$ cat src/rtl/sipo_frame_ctrl.sv
// Serial-in/parallel-out frame controller: counts qualified LSB-first bits into a shift
// register and hands each complete word to a one-deep valid/ready holding register.
module sipo_frame_ctrl #(
  parameter int unsigned WIDTH = 8
) (
  input  logic                       clk,
  input  logic                       reset,
  input  logic                       start,
  input  logic                       din,
  input  logic                       din_valid,
  output logic [WIDTH-1:0]           dout,
  output logic                       dout_valid,
  input  logic                       dout_ready,
  output logic                       busy,
  output logic [$clog2(WIDTH+1)-1:0] bit_cnt,
  output logic                       overrun,
  input  logic                       clear_ovr
);

  localparam int unsigned CntW = $clog2(WIDTH + 1);

  typedef enum logic {StIdle, StShift} state_e;

  state_e           state;
  logic [WIDTH-1:0] sr;
  logic [WIDTH-1:0] word_next;
  logic             complete;
  logic             handshake;
  logic             load;

  always_comb begin
    word_next = {din, sr[WIDTH-1:1]};
    // start outranks a completing bit, so the frame is discarded instead of delivered
    complete  = (state == StShift) && din_valid && !start && (bit_cnt == CntW'(WIDTH - 1));
    handshake = dout_valid && dout_ready;
    load      = complete && (!dout_valid || handshake);
  end

  always_ff @(posedge clk) begin
    if (reset) begin
      state      <= StIdle;
      sr         <= '0;
      dout       <= '0;
      dout_valid <= 1'b0;
      busy       <= 1'b0;
      bit_cnt    <= '0;
      overrun    <= 1'b0;
    end else begin
      if (handshake) begin
        dout_valid <= 1'b0;
      end
      if (load) begin
        dout       <= word_next;
        dout_valid <= 1'b1;
      end

      // A drop in the same cycle as a clear leaves the flag set
      if (clear_ovr) begin
        overrun <= 1'b0;
      end
      if (complete && !load) begin
        overrun <= 1'b1;
      end

      unique case (state)
        StIdle: begin
          if (start) begin
            state   <= StShift;
            busy    <= 1'b1;
            bit_cnt <= '0;
          end
        end
        StShift: begin
          if (start) begin
            bit_cnt <= '0;
          end else if (din_valid) begin
            sr <= word_next;
            if (complete) begin
              state   <= StIdle;
              busy    <= 1'b0;
              bit_cnt <= '0;
            end else begin
              bit_cnt <= bit_cnt + CntW'(1);
            end
          end
        end
        default: begin
          state <= StIdle;
          busy  <= 1'b0;
        end
      endcase
    end
  end

endmodule

$ cat config.mk
export PLATFORM = sky130hd
export DESIGN_NAME = sipo_frame_ctrl
export DESIGN_NICKNAME = d
export VERILOG_FILES = /design/src/rtl/sipo_frame_ctrl.sv
export SDC_FILE = /design/constraint.sdc
export NUM_CORES = 1
export LEC_CHECK = 0
export ABC_AREA = 1
export CAP_MARGIN = 20
export CORE_ASPECT_RATIO = 0.75
export CORE_MARGIN = 10
export CORE_UTILIZATION = 50
export DETAILED_ROUTE_END_ITERATION = 10
export DONT_BUFFER_PORTS = 1
export MAX_ROUTING_LAYER = met4
export PLACE_DENSITY = 0.68
export SLEW_MARGIN = 10
export SYNTH_ARGS = -nofsm -noshare
export SYNTH_HDL_FRONTEND = slang
export SYNTH_SLANG_ARGS = --single-unit
export TNS_END_PERCENT = 100
$ cat constraint.sdc
create_clock -name clk -period 1.2 [get_ports clk]
set_input_delay 0.36 -clock clk [delete_from_list [all_inputs] [get_ports clk]]
set_output_delay 0.36 -clock clk [all_outputs]
set_load 0.02 [all_outputs]
==> results of run 1 <==
-- metrics by stage --
step                      power [uW]  hold WS, ns  setup WS, ns  instances
final                           1220       0.0945      -0.00598        167
after detailed placement         883        0.428       -0.0424        160
after global placement           879        0.423       0.00199        160
after global routing            1270       0.0691       -0.0891        167
after floorplan                  862        0.419       -0.0475        131
after CTS                       1230       0.0862       -0.0216        165
-- logic make-up (layout without fill, tap and decap cells) --
| kind of cell | after synthesis | in the layout | share of synthesized area, % |
|---|---|---|---|
| buffers and inverters | 22 | 35 | 10.2 |
| AOI/OAI and AO/OA | 16 | 16 | 8.33 |
| and+or+nand+nor | 69 | 70 | 32.3 |
| adders and majority gates | 1 | 1 | 1.30 |
| DFF | 23 | 23 | 47.9 |
-- power groups by stage --
stage / registers (uW) / logic, uW / clock network (uW)
after floorplan: 811 / 50.5 / 0
after global placement: 810 / 69.0 / 0
after detailed placement: 810 / 72.4 / 0
after CTS: 793 / 75.2 / 363
after global routing: 794 / 90.2 / 390
final: 791 / 79.1 / 346
-- path summary, 6_finish.rpt --
check / endpoint / from / cells past startpoint
setup / recovery: bit_cnt[1] / bit_cnt[1] / 1
hold / removal: bit_cnt[3] / reset / 1
setup reg to reg: dout[7] / bit_cnt[0] / 7
hold reg to reg: dout[0] / sr[1] / 2
-- sequential cells by signal, summed over array words and instances (netlist names) --
register / flops
dout: 8
sr: 7
bit_cnt: 4
busy: 1
dout_valid: 1
overrun: 1
state: 1
-- cell usage in the layout (no fill, tap or decap) --
| cell | netlist | routed |
|---|---|---|
| a21oi_1 | 7 | 6 |
| a21oi_2 | 0 | 1 |
| buf_4 | 2 | 9 |
| buf_6 | 1 | 3 |
| clkbuf_4 | 0 | 3 |
| clkinv_2 | 0 | 1 |
| dfxtp_1 | 23 | 19 |
| dfxtp_2 | 0 | 1 |
| dfxtp_4 | 0 | 3 |
| ha_4 | 0 | 1 |
| inv_1 | 17 | 17 |
| inv_2 | 2 | 2 |
| nand2_1 | 24 | 21 |
| nand2_2 | 3 | 5 |
| nand2_4 | 0 | 1 |
| nand3_1 | 2 | 1 |
| nand3_2 | 0 | 1 |
| nand3_4 | 2 | 3 |
| nand4_1 | 2 | 2 |
| nor2_1 | 34 | 31 |
| nor2_2 | 0 | 2 |
| nor2_4 | 1 | 2 |
| nor3_1 | 1 | 1 |
| o21ai_0 | 9 | 8 |
| o21ai_2 | 0 | 1 |
-- area by class of cell --
| class | instances | area share [%] |
|---|---|---|
| Sequential cell | 23 | 40.4 |
| Multi-Input combinational cell | 87 | 40.2 |
| Timing Repair Buffer | 12 | 8.65 |
| Inverter | 19 | 6.09 |
| Tap cell | 22 | 2.35 |
| Clock buffer | 3 | 1.92 |
| Clock inverter | 1 | 0.427 |
-- timing repair --
action | 4_1_cts | 5_1_grt
pin swaps | 0 | 8
gates resized for setup | 7 | 12
setup buffers | 1 | 1
gates cloned | 0 | 1
setup endpoints to repair | 14 | 16
-- metal layers --
| metal | up-vias | GRT usage (%) |
|---|---|---|
| met5 | - | - |
| met3 | 2 | 5.78 |
| met1 | 364 | 11.8 |
| li1 | 434 | - |
| met4 | 0 | 1.65 |
| met2 | 21 | 16.6 |
==> run summary, run 1 <==
run status: finished with violations
failing checks: negative setup slack
Synth Instances: 131
Area growth syn-to-layout: 21.9%
row count: 13
io pins: 22
switching portion of total power: 23.5%
average vias per placed instance: 4.92
fill count: 161
Seq/Total Area, Yosys: 47.9%
Logic pwr share: 6.5%
Max Cap Viol: 0
Iter 0 DRT Violations: 29
detailed placement HPWL: 1.57 mm
starting density of the core: 54.2%
Post-Syn Area: 961 um2
pwr/cell area: 1040 nW/um2
M1 WL: 922 um
H-tree Lvls: 1
met3 routed WL: 192 um
max-slew violations: 0
setup tns final: -0.0115 ns
Reg clk slew, reported paths: 0.12 ns
DRC: 0
Clock power frac: 28.5%
worst skew pair latency: 0.30 ns
Synth Flop Type: dfxtp_1
EDFF count, synth: 0
fin crit period: 1.21 ns
share of the synthesized area in the top cell type: 47.9%
PortBufs: 0
critical path type: flip-flop to primary output
family with the most delay on the worst path: flip-flops
Critical Path AT: 0.85 ns
crit path capture type: primary output
Final Wtd Congestion: 0.811
initial antenna violation count: 0
Clock Path Buffers: 2
Crit Path Max Fanout: 4
hold buffers post-CTS: 0
Die H: 58.0 um
total vias in the final route: 821
syn nets: 139
Top Layer Used: met4
met2 wire len: 977 um
Seq pwr share: 65.0%
final WL: 2.11 mm
crit path buf inv count: 1
FF-to-FF setup slack: -0.006 ns
slowest stage cell, crit path: dfxtp_4
Hold WC Path Type: input port to flip-flop
yosys warns: 0
register area: 473 um2
CTS Buf Count: 3
first-pass GRT wire length: 3.52 mm
commonest cells in the netlist: 34 x nor2_1, 24 x nand2_1, 23 x dfxtp_1
gr ovfl total: 0
Multi-input gate area: 470 um2
Placeable Area: 1770 um2
Tcrit/Tclk final: 100%
RSZ-0062 raised after global routing: yes
static leakage: 0.000555 uW
Netlist cell types: 16
critical path, cell by cell: buf_4
Antenna Cells: 0
drt wl/cell: 12.6 um
final hold vios: 0
Yosys reg bits: 23
post-route cell area: 1170 um2
drt first pass iters: 4
worst-margin pin slew: 0.240 ns
max incr delay on CP: 0.38 ns
NetSw: 286 uW
number of global-route vias before repair: 773
CP startpoint kind: flip-flop
final setup violating endpoints: 2
Max VDD drop: 1.01 mV
final core utilization: 66.1%
fraction of layout cells with a size suffix above 1: 26.9%
clock root buffer: clkbuf_4
Fmax achieved: 0.829 GHz
count leader, synth: nor2_1
largest net degree at the start of global routing: 17
P_int: 931 uW
setup ws final: -0.00598 ns
die span in x: 70.6 um
Placed Instance Area: 1060 um2
Synth area leader: dfxtp_1
ANT nets after route: 0
largest cells by area after synthesis: dfxtp_1 48%, nor2_1 13%, nand2_1 9.4%, inv_1 6.6%, o21ai_0 4.7%
total track usage: 10.6%
relative slew slack: 84.0%
ys async rst share: 0%
Final #Nets: 154
synthesized area per cell: 7.34 um2
Die ar.: 4090 um2
Clock Skew: 0.00295 ns
CTS tree: yes
clk sinks: 23
Critical Path RT: 0.84 ns
Note: power is estimated with default switching activity, not from simulation.
==> run 2, diff against run 1 <==
- CORE_ASPECT_RATIO: 0.75 -> default
==> run 2 against run 1 <==
The run still ends with negative setup slack left. Non-clock buffer count fell by 2. Hold slack improved by 0.0090 ns. Die area fell by 0.44%. Critical path depth rose by 6. Combinational power fell by 9.1%. Critical endpoint is now dout[7]. Largest power group unchanged.
==> run summary, run 2 (synthesized netlist as in run 1, its figures left out) <==
Worst path most repeated cell: nand2_1
pwr/cell area: 1070 nW/um2 (was 1040 nW/um2)
failing checks: negative setup slack (unchanged)
CTS Buf Count: 3 (unchanged)
drt first pass iters: 4 (unchanged)
max incr delay on CP: 0.39 ns (was 0.38 ns)
Reg clk slew, reported paths: 0.12 ns (about the same)
Largest register FFs: 8 (unchanged)
relative slew slack: 83.3% (was 84.0%)
Final #Nets: 152 (was 154)
critical path type: flip-flop to flip-flop (was flip-flop to primary output)
crit path capture type: flip-flop (was primary output)
fill count: 166 (was 161)
final hold vios: 0 (unchanged)
die span in x: 63.8 um (was 70.6 um)
Reg with most FFs: dout (unchanged)
commonest non-fill, non-tap cell in the layout: nor2_1 (unchanged)
Die ar.: 4080 um2 (was 4090 um2)
fraction of layout cells with a size suffix above 1: 20.3% (was 26.9%)
static leakage: 0.000541 uW (was 0.000555 uW)
setup ws final: -0.0117 ns (was -0.00598 ns)
fin crit period: 1.21 ns (about the same)
detailed placement HPWL: 1.45 mm (was 1.57 mm)
total vias in the final route: 812 (was 821)
drt wl/cell: 11.7 um (was 12.6 um)
Critical Path AT: 1.46 ns (was 0.85 ns)
max-slew violations: 0 (unchanged)
gr ovfl total: 0 (unchanged)
FF-to-FF setup slack: -0.01 ns (was -0.006 ns)
Die H: 63.8 um (was 58.0 um)
clk sinks: 23 (unchanged)
Place WS: -0.0336 ns (was -0.0424 ns)
Max VDD drop: 0.549 mV (was 1.01 mV)
Final Wtd Congestion: 0.776 (was 0.811)
Iter 0 DRT Violations: 30 (was 29)
run status: finished with violations (unchanged)
Clock Skew: 0.00563 ns (was 0.00295 ns)
Crit Path Max Fanout: 8 (was 4)
Area growth syn-to-layout: 17.2% (was 21.9%)
Antenna Cells: 0 (unchanged)
initial antenna violation count: 0 (unchanged)
clock root buffer: clkbuf_4 (unchanged)
PortBufs: 0 (unchanged)
row count: 15 (was 13)
average vias per placed instance: 4.83 (was 4.92)
DP Cell Count: 161 (was 160)
RSZ-0062 raised after global routing: yes (unchanged)
largest net degree at the start of global routing: 17 (unchanged)
Placeable Area: 1780 um2 (was 1770 um2)
critical path, cell by cell: ha_4 -> nand2_4 -> nor2_4 -> nand3_4 -> nand2_1 -> nand2_1 -> nor2_1 (was buf_4)
ANT nets after route: 0 (unchanged)
starting density of the core: 53.9% (was 54.2%)
Tcrit/Tclk final: 101% (was 100%)
number of global-route vias before repair: 823 (was 773)
CP startpoint kind: flip-flop (unchanged)
post-route cell area: 1130 um2 (was 1170 um2)
final cell count without fillers: 168 (was 167)
Max Cap Viol: 0 (unchanged)
hold buffers post-CTS: 0 (unchanged)
Hold WC Path Type: input port to flip-flop (unchanged)
Fmax achieved: 0.825 GHz (was 0.829 GHz)
total track usage: 10.6% (about the same)
CTS tree: yes (unchanged)
largest registers: dout (8), sr (7), bit_cnt (4) (unchanged)
first-pass GRT wire length: 3.51 mm (was 3.52 mm)
Critical Path RT: 1.45 ns (was 0.84 ns)
H-tree Lvls: 1 (unchanged)
most frequent cells in the layout: 34 x nor2_1, 23 x nand2_1, 19 x dfxtp_1, 17 x inv_1 (was 31 x nor2_1, 21 x nand2_1, 19 x dfxtp_1, 17 x inv_1, 9 x buf_4)
setup tns final: -0.0117 ns (was -0.0115 ns)
final WL: 1.96 mm (was 2.11 mm)
worst-margin pin slew: 0.250 ns (was 0.240 ns)
worst skew pair latency: 0.30 ns (about the same)
Placed Instance Area: 1050 um2 (was 1060 um2)
final core utilization: 63.2% (was 66.1%)
Clock Path Buffers: 2 (unchanged)
io pins: 22 (unchanged)
DRC: 0 (unchanged)
final setup violating endpoints: 1 (was 2)
slowest stage cell, crit path: dfxtp_4 (unchanged)
## run 2: changes by cell type in the layout (fill, tap and decap cells not counted)
cell,change
nor2_4,-1
nor2_2,-2
o21ai_1,+1
buf_4,-1
nand3_1,+1
buf_6,-1
nand3_2,-1
nand2_1,+2
a21oi_1,+1
o21ai_2,-1
nor2_1,+3
nand2_2,-2
a21oi_2,-1
## run 2: where the power goes
part / total (uW) / internal [uW] / switching, uW
clock network: 341 / 124 / 217
logic: 71.9 / 28.0 / 43.8
registers: 791 / 775 / 16.4
## run 2: area by class of cell
class / count / area (um2) / area share [%]
well taps: 25 / 31.3 / 2.78
clock inverters: 1 / 5.00 / 0.444
multi-input cells: 87 / 440 / 39.1
inverters: 19 / 71.3 / 6.33
repair buffers: 10 / 82.6 / 7.33
flip-flops and latches: 23 / 473 / 42.0
clock buffers: 3 / 22.5 / 2.00
## run 2: final timing paths
| check | end | cells past startpoint | startpoint |
|---|---|---|---|
| worst max-delay path | dout[7] | 7 | bit_cnt[0] |
| worst min-delay path | bit_cnt[3] | 1 | reset |
| worst max register to register | dout[7] | 7 | bit_cnt[0] |
| worst min register to register | sr[1] | 2 | sr[1] |
## run 2: metrics by stage
stage               power [uW]  hold WS [ns]
global route              1270        0.0821
finish                    1200         0.104
global placement           878         0.422
CTS                       1220        0.0922
detailed placement         880         0.424
floorplan                  862         0.419
## run 2: worst max-delay path, delay by kind of cell, from the launching register on
kind,cells,cell delay [ns]
flops,1,0.39
simple gates,6,0.65
fa+ha+maj,1,0.14
## run 2: repair_timing
action,in CTS,in global routing
setup endpoints to repair,12,16
gates resized for setup,7,2
gates cloned,1,0
buffers inserted,1,1
pin swaps,2,2
## run 2: per-layer routing
layer / vias to the layer above / wire, um / track usage (%) / part of all wire [%]
met5: - / 0 / - / 0
met4: 0 / 17 / 4.10 / 0.87
met3: 2 / 163 / 4.53 / 8.3
met2: 12 / 980 / 18.7 / 50
met1: 366 / 798 / 10.0 / 41
li1: 432 / - / - / -
==> run 3, diff against run 2 <==
- ABC_AREA: 1 -> default
- clock period: 1.2 -> 1.1 ns (I/O delays scaled with it)
==> run 3 against run 2 <==
The flow still finishes with violations (negative setup slack). Design area is 9.0% higher. Critical endpoint is now bit_cnt[3]. Setup slack worse by 0.25 ns. Critical path depth is 3 lower. Synthesized area is 0.39% higher. Cell count is 15% lower. Combinational power is 16% lower.
==> run summary, run 3 <==
Placeable Area: 1780 um2 (unchanged)
RSZ-0062 raised after global routing: yes (unchanged)
final WL: 2.06 mm (was 1.96 mm)
max-slew violations: 0 (unchanged)
Final Wtd Congestion: 0.833 (was 0.776)
Critical Path AT: 1.61 ns (was 1.46 ns)
Reg clk slew, reported paths: 0.12 ns (about the same)
Area growth syn-to-layout: 27.2% (was 17.2%)
total vias in the final route: 742 (was 812)
CP startpoint kind: flip-flop (unchanged)
DRC: 0 (unchanged)
final hold vios: 0 (unchanged)
final cell count without fillers: 143 (was 168)
FF-to-FF setup slack: -0.26 ns (was -0.01 ns)
most frequent cells in the layout: 17 x nand2b_1, 16 x nand2_1, 14 x dfxtp_2 (was 34 x nor2_1, 23 x nand2_1, 19 x dfxtp_1, 17 x inv_1)
H-tree Lvls: 1 (unchanged)
worst-margin pin slew: 0.196 ns (was 0.250 ns)
largest net degree at the start of global routing: 32 (was 17)
setup tns final: -3.22 ns (was -0.0117 ns)
commonest non-fill, non-tap cell in the layout: nand2b_1 (was nor2_1)
Reg2Reg Depth: 4 (was 7)
Max VDD drop: 0.828 mV (was 0.549 mV)
Antenna Cells: 0 (unchanged)
Critical Path Source: bit_cnt[1] (was bit_cnt[0])
CTS Buf Count: 3 (unchanged)
final setup violating endpoints: 18 (was 1)
EDFF count, synth: 0 (unchanged)
ys async rst share: 0% (unchanged)
DP Cell Count: 134 (was 161)
Synth Flop Type: dfxtp_1 (unchanged)
Tcrit/Tclk final: 124% (was 101%)
Synth Instances: 103 (was 131)
fin crit period: 1.36 ns (was 1.21 ns)
yosys warns: 0 (unchanged)
CTS tree: yes (unchanged)
Clock Path Buffers: 2 (unchanged)
Largest register FFs: 8 (unchanged)
Critical R2R Launch: bit_cnt[1] (was bit_cnt[0])
critical path type: flip-flop to flip-flop (unchanged)
max incr delay on CP: 0.48 ns (was 0.39 ns)
failing checks: negative setup slack (unchanged)
Final #Nets: 127 (was 152)
PortBufs: 0 (unchanged)
starting density of the core: 54.1% (was 53.9%)
clk sinks: 23 (unchanged)
share of the synthesized area in the top cell type: 47.7% (was 47.9%)
number of global-route vias before repair: 670 (was 823)
commonest cells in the netlist: 23 x dfxtp_1, 17 x nand2b_1, 16 x nand2_1 (was 34 x nor2_1, 24 x nand2_1, 23 x dfxtp_1)
crit path capture type: flip-flop (unchanged)
count leader, synth: dfxtp_1 (was nor2_1)
gr ovfl total: 0 (unchanged)
largest registers: dout (8), sr (7), bit_cnt (4) (unchanged)
Hold WC Path Type: input port to flip-flop (unchanged)
Seq/Total Area, Yosys: 47.7% (was 47.9%)
io pins: 22 (unchanged)
Hold WS: 0.0568 ns (was 0.104 ns)
largest cells by area after synthesis: dfxtp_1 48%, nand2b_1 11%, mux2i_1 8.3%, nand2_1 6.2%, a21oi_1 5.7% (was dfxtp_1 48%, nor2_1 13%, nand2_1 9.4%, inv_1 6.6%, o21ai_0 4.7%)
worst reg2reg endpoint: bit_cnt[3] (was dout[7])
drt first pass iters: 4 (unchanged)
Netlist cell types: 23 (was 16)
worst skew pair latency: 0.31 ns (was 0.30 ns)
Reg with most FFs: dout (unchanged)
initial antenna violation count: 0 (unchanged)
Synth area leader: dfxtp_1 (unchanged)
first-pass GRT wire length: 3.24 mm (was 3.51 mm)
Crit Path Max Fanout: 4 (was 8)
synthesized area per cell: 9.37 um2 (was 7.34 um2)
Post-Syn Area: 965 um2 (was 961 um2)
Max Cap Viol: 0 (unchanged)
Die H: 63.9 um (was 63.8 um)
static leakage: 0.000422 uW (was 0.000541 uW)
pwr/cell area: 1060 nW/um2 (was 1070 nW/um2)
post-route cell area: 1230 um2 (was 1130 um2)
detailed placement HPWL: 1.36 mm (was 1.45 mm)
drt wl/cell: 14.4 um (was 11.7 um)
ANT nets after route: 0 (unchanged)
slowest stage cell, crit path: or4b_4 (was dfxtp_4)
average vias per placed instance: 5.19 (was 4.83)
Die ar.: 4090 um2 (was 4080 um2)
Place WS: -0.259 ns (was -0.0336 ns)
Placed Instance Area: 1080 um2 (was 1050 um2)
Fmax achieved: 0.734 GHz (was 0.825 GHz)
total track usage: 9.91% (was 10.6%)
end of the critical path: bit_cnt[3] (was dout[7])
clock root buffer: clkbuf_4 (unchanged)
critical path, cell by cell: ha_4 -> nand3b_1 -> or4b_4 -> a31oi_1 (was ha_4 -> nand2_4 -> nor2_4 -> nand3_4 -> nand2_1 -> nand2_1 -> nor2_1)
row count: 15 (unchanged)
Iter 0 DRT Violations: 31 (was 30)
run status: finished with violations (unchanged)
relative slew slack: 86.9% (was 83.3%)
Critical Path RT: 1.34 ns (was 1.45 ns)
die span in x: 63.9 um (was 63.8 um)
Clock Skew: 0.00431 ns (was 0.00563 ns)
Yosys reg bits: 23 (unchanged)
hold buffers post-CTS: 0 (unchanged)
syn nets: 111 (was 139)
fraction of layout cells with a size suffix above 1: 41.5% (was 20.3%)
setup ws final: -0.263 ns (was -0.0117 ns)
-- run 3: power by group --
group	switching [uW]	internal (uW)
clock network	260	136
registers	10.5	837
logic	26.8	33.5
total	298	1010
-- run 3: kinds of logic (layout without fill, tap and decap cells) --
family | count (synthesis) | in the layout | synth area share (%)
AOI/OAI and AO/OA | 14 | 14 | 8.17
adders and majority gates | 1 | 1 | 1.30
muxes | 8 | 8 | 8.30
buffers and inverters | 6 | 20 | 3.11
and+or+nand+nor | 50 | 51 | 30.5
xor gates and xnor gates | 1 | 1 | 0.908
DFF | 23 | 23 | 47.7
-- run 3: how the worst min path moves through the flow --
stage / startpoint / endpoint / slack [ns] / cells past startpoint
2_1_floorplan: start / bit_cnt[2] / 0.40 / 1
3_3_place_gp: reset / bit_cnt[3] / 0.40 / 1
3_5_place_dp: reset / bit_cnt[1] / 0.40 / 1
4_1_cts: reset / sr[1] / 0.06 / 1
5_1_grt: reset / overrun / 0.04 / 1
6_report: reset / bit_cnt[0] / 0.06 / 1
-- run 3: critical path: cells and delay by family, from the launching register on --
kind | cells | cell delay (ns)
compound gates | 1 | 0.14
flops | 1 | 0.37
simple gates | 2 | 0.62
fa+ha+maj | 1 | 0.15
-- run 3: layout make-up --
class | count | area (um2)
clock inverters | 1 | 5.00
well taps | 25 | 31.3
multi-input cells | 75 | 537
clock buffers | 3 | 22.5
fillers | 144 | 556
flip-flops and latches | 23 | 485
inverters | 1 | 3.75
repair buffers | 15 | 143
-- run 3: per-stage QoR --
step                utilization [%]  power [uW]
finish                         68.8        1300
detailed placement             60.5         917
global route                   68.8        1350
CTS                            66.9        1300
global placement               60.5         915
floorplan                         -         916
-- run 3: metal layers --
metal / vias to the layer above / track usage, % / wire [um]
met4: 0 / 2.46 / 19
li1: 380 / - / -
met3: 2 / 2.96 / 113
met5: - / - / 0
met1: 346 / 12.7 / 976
met2: 14 / 14.8 / 950
-- run 3: timing repair --
action,4_1_cts,5_1_grt
cloned,1,0
pin swaps,4,6
endpoints found under the setup margin,30,22
setup buffers,4,2
resized for setup,18,11
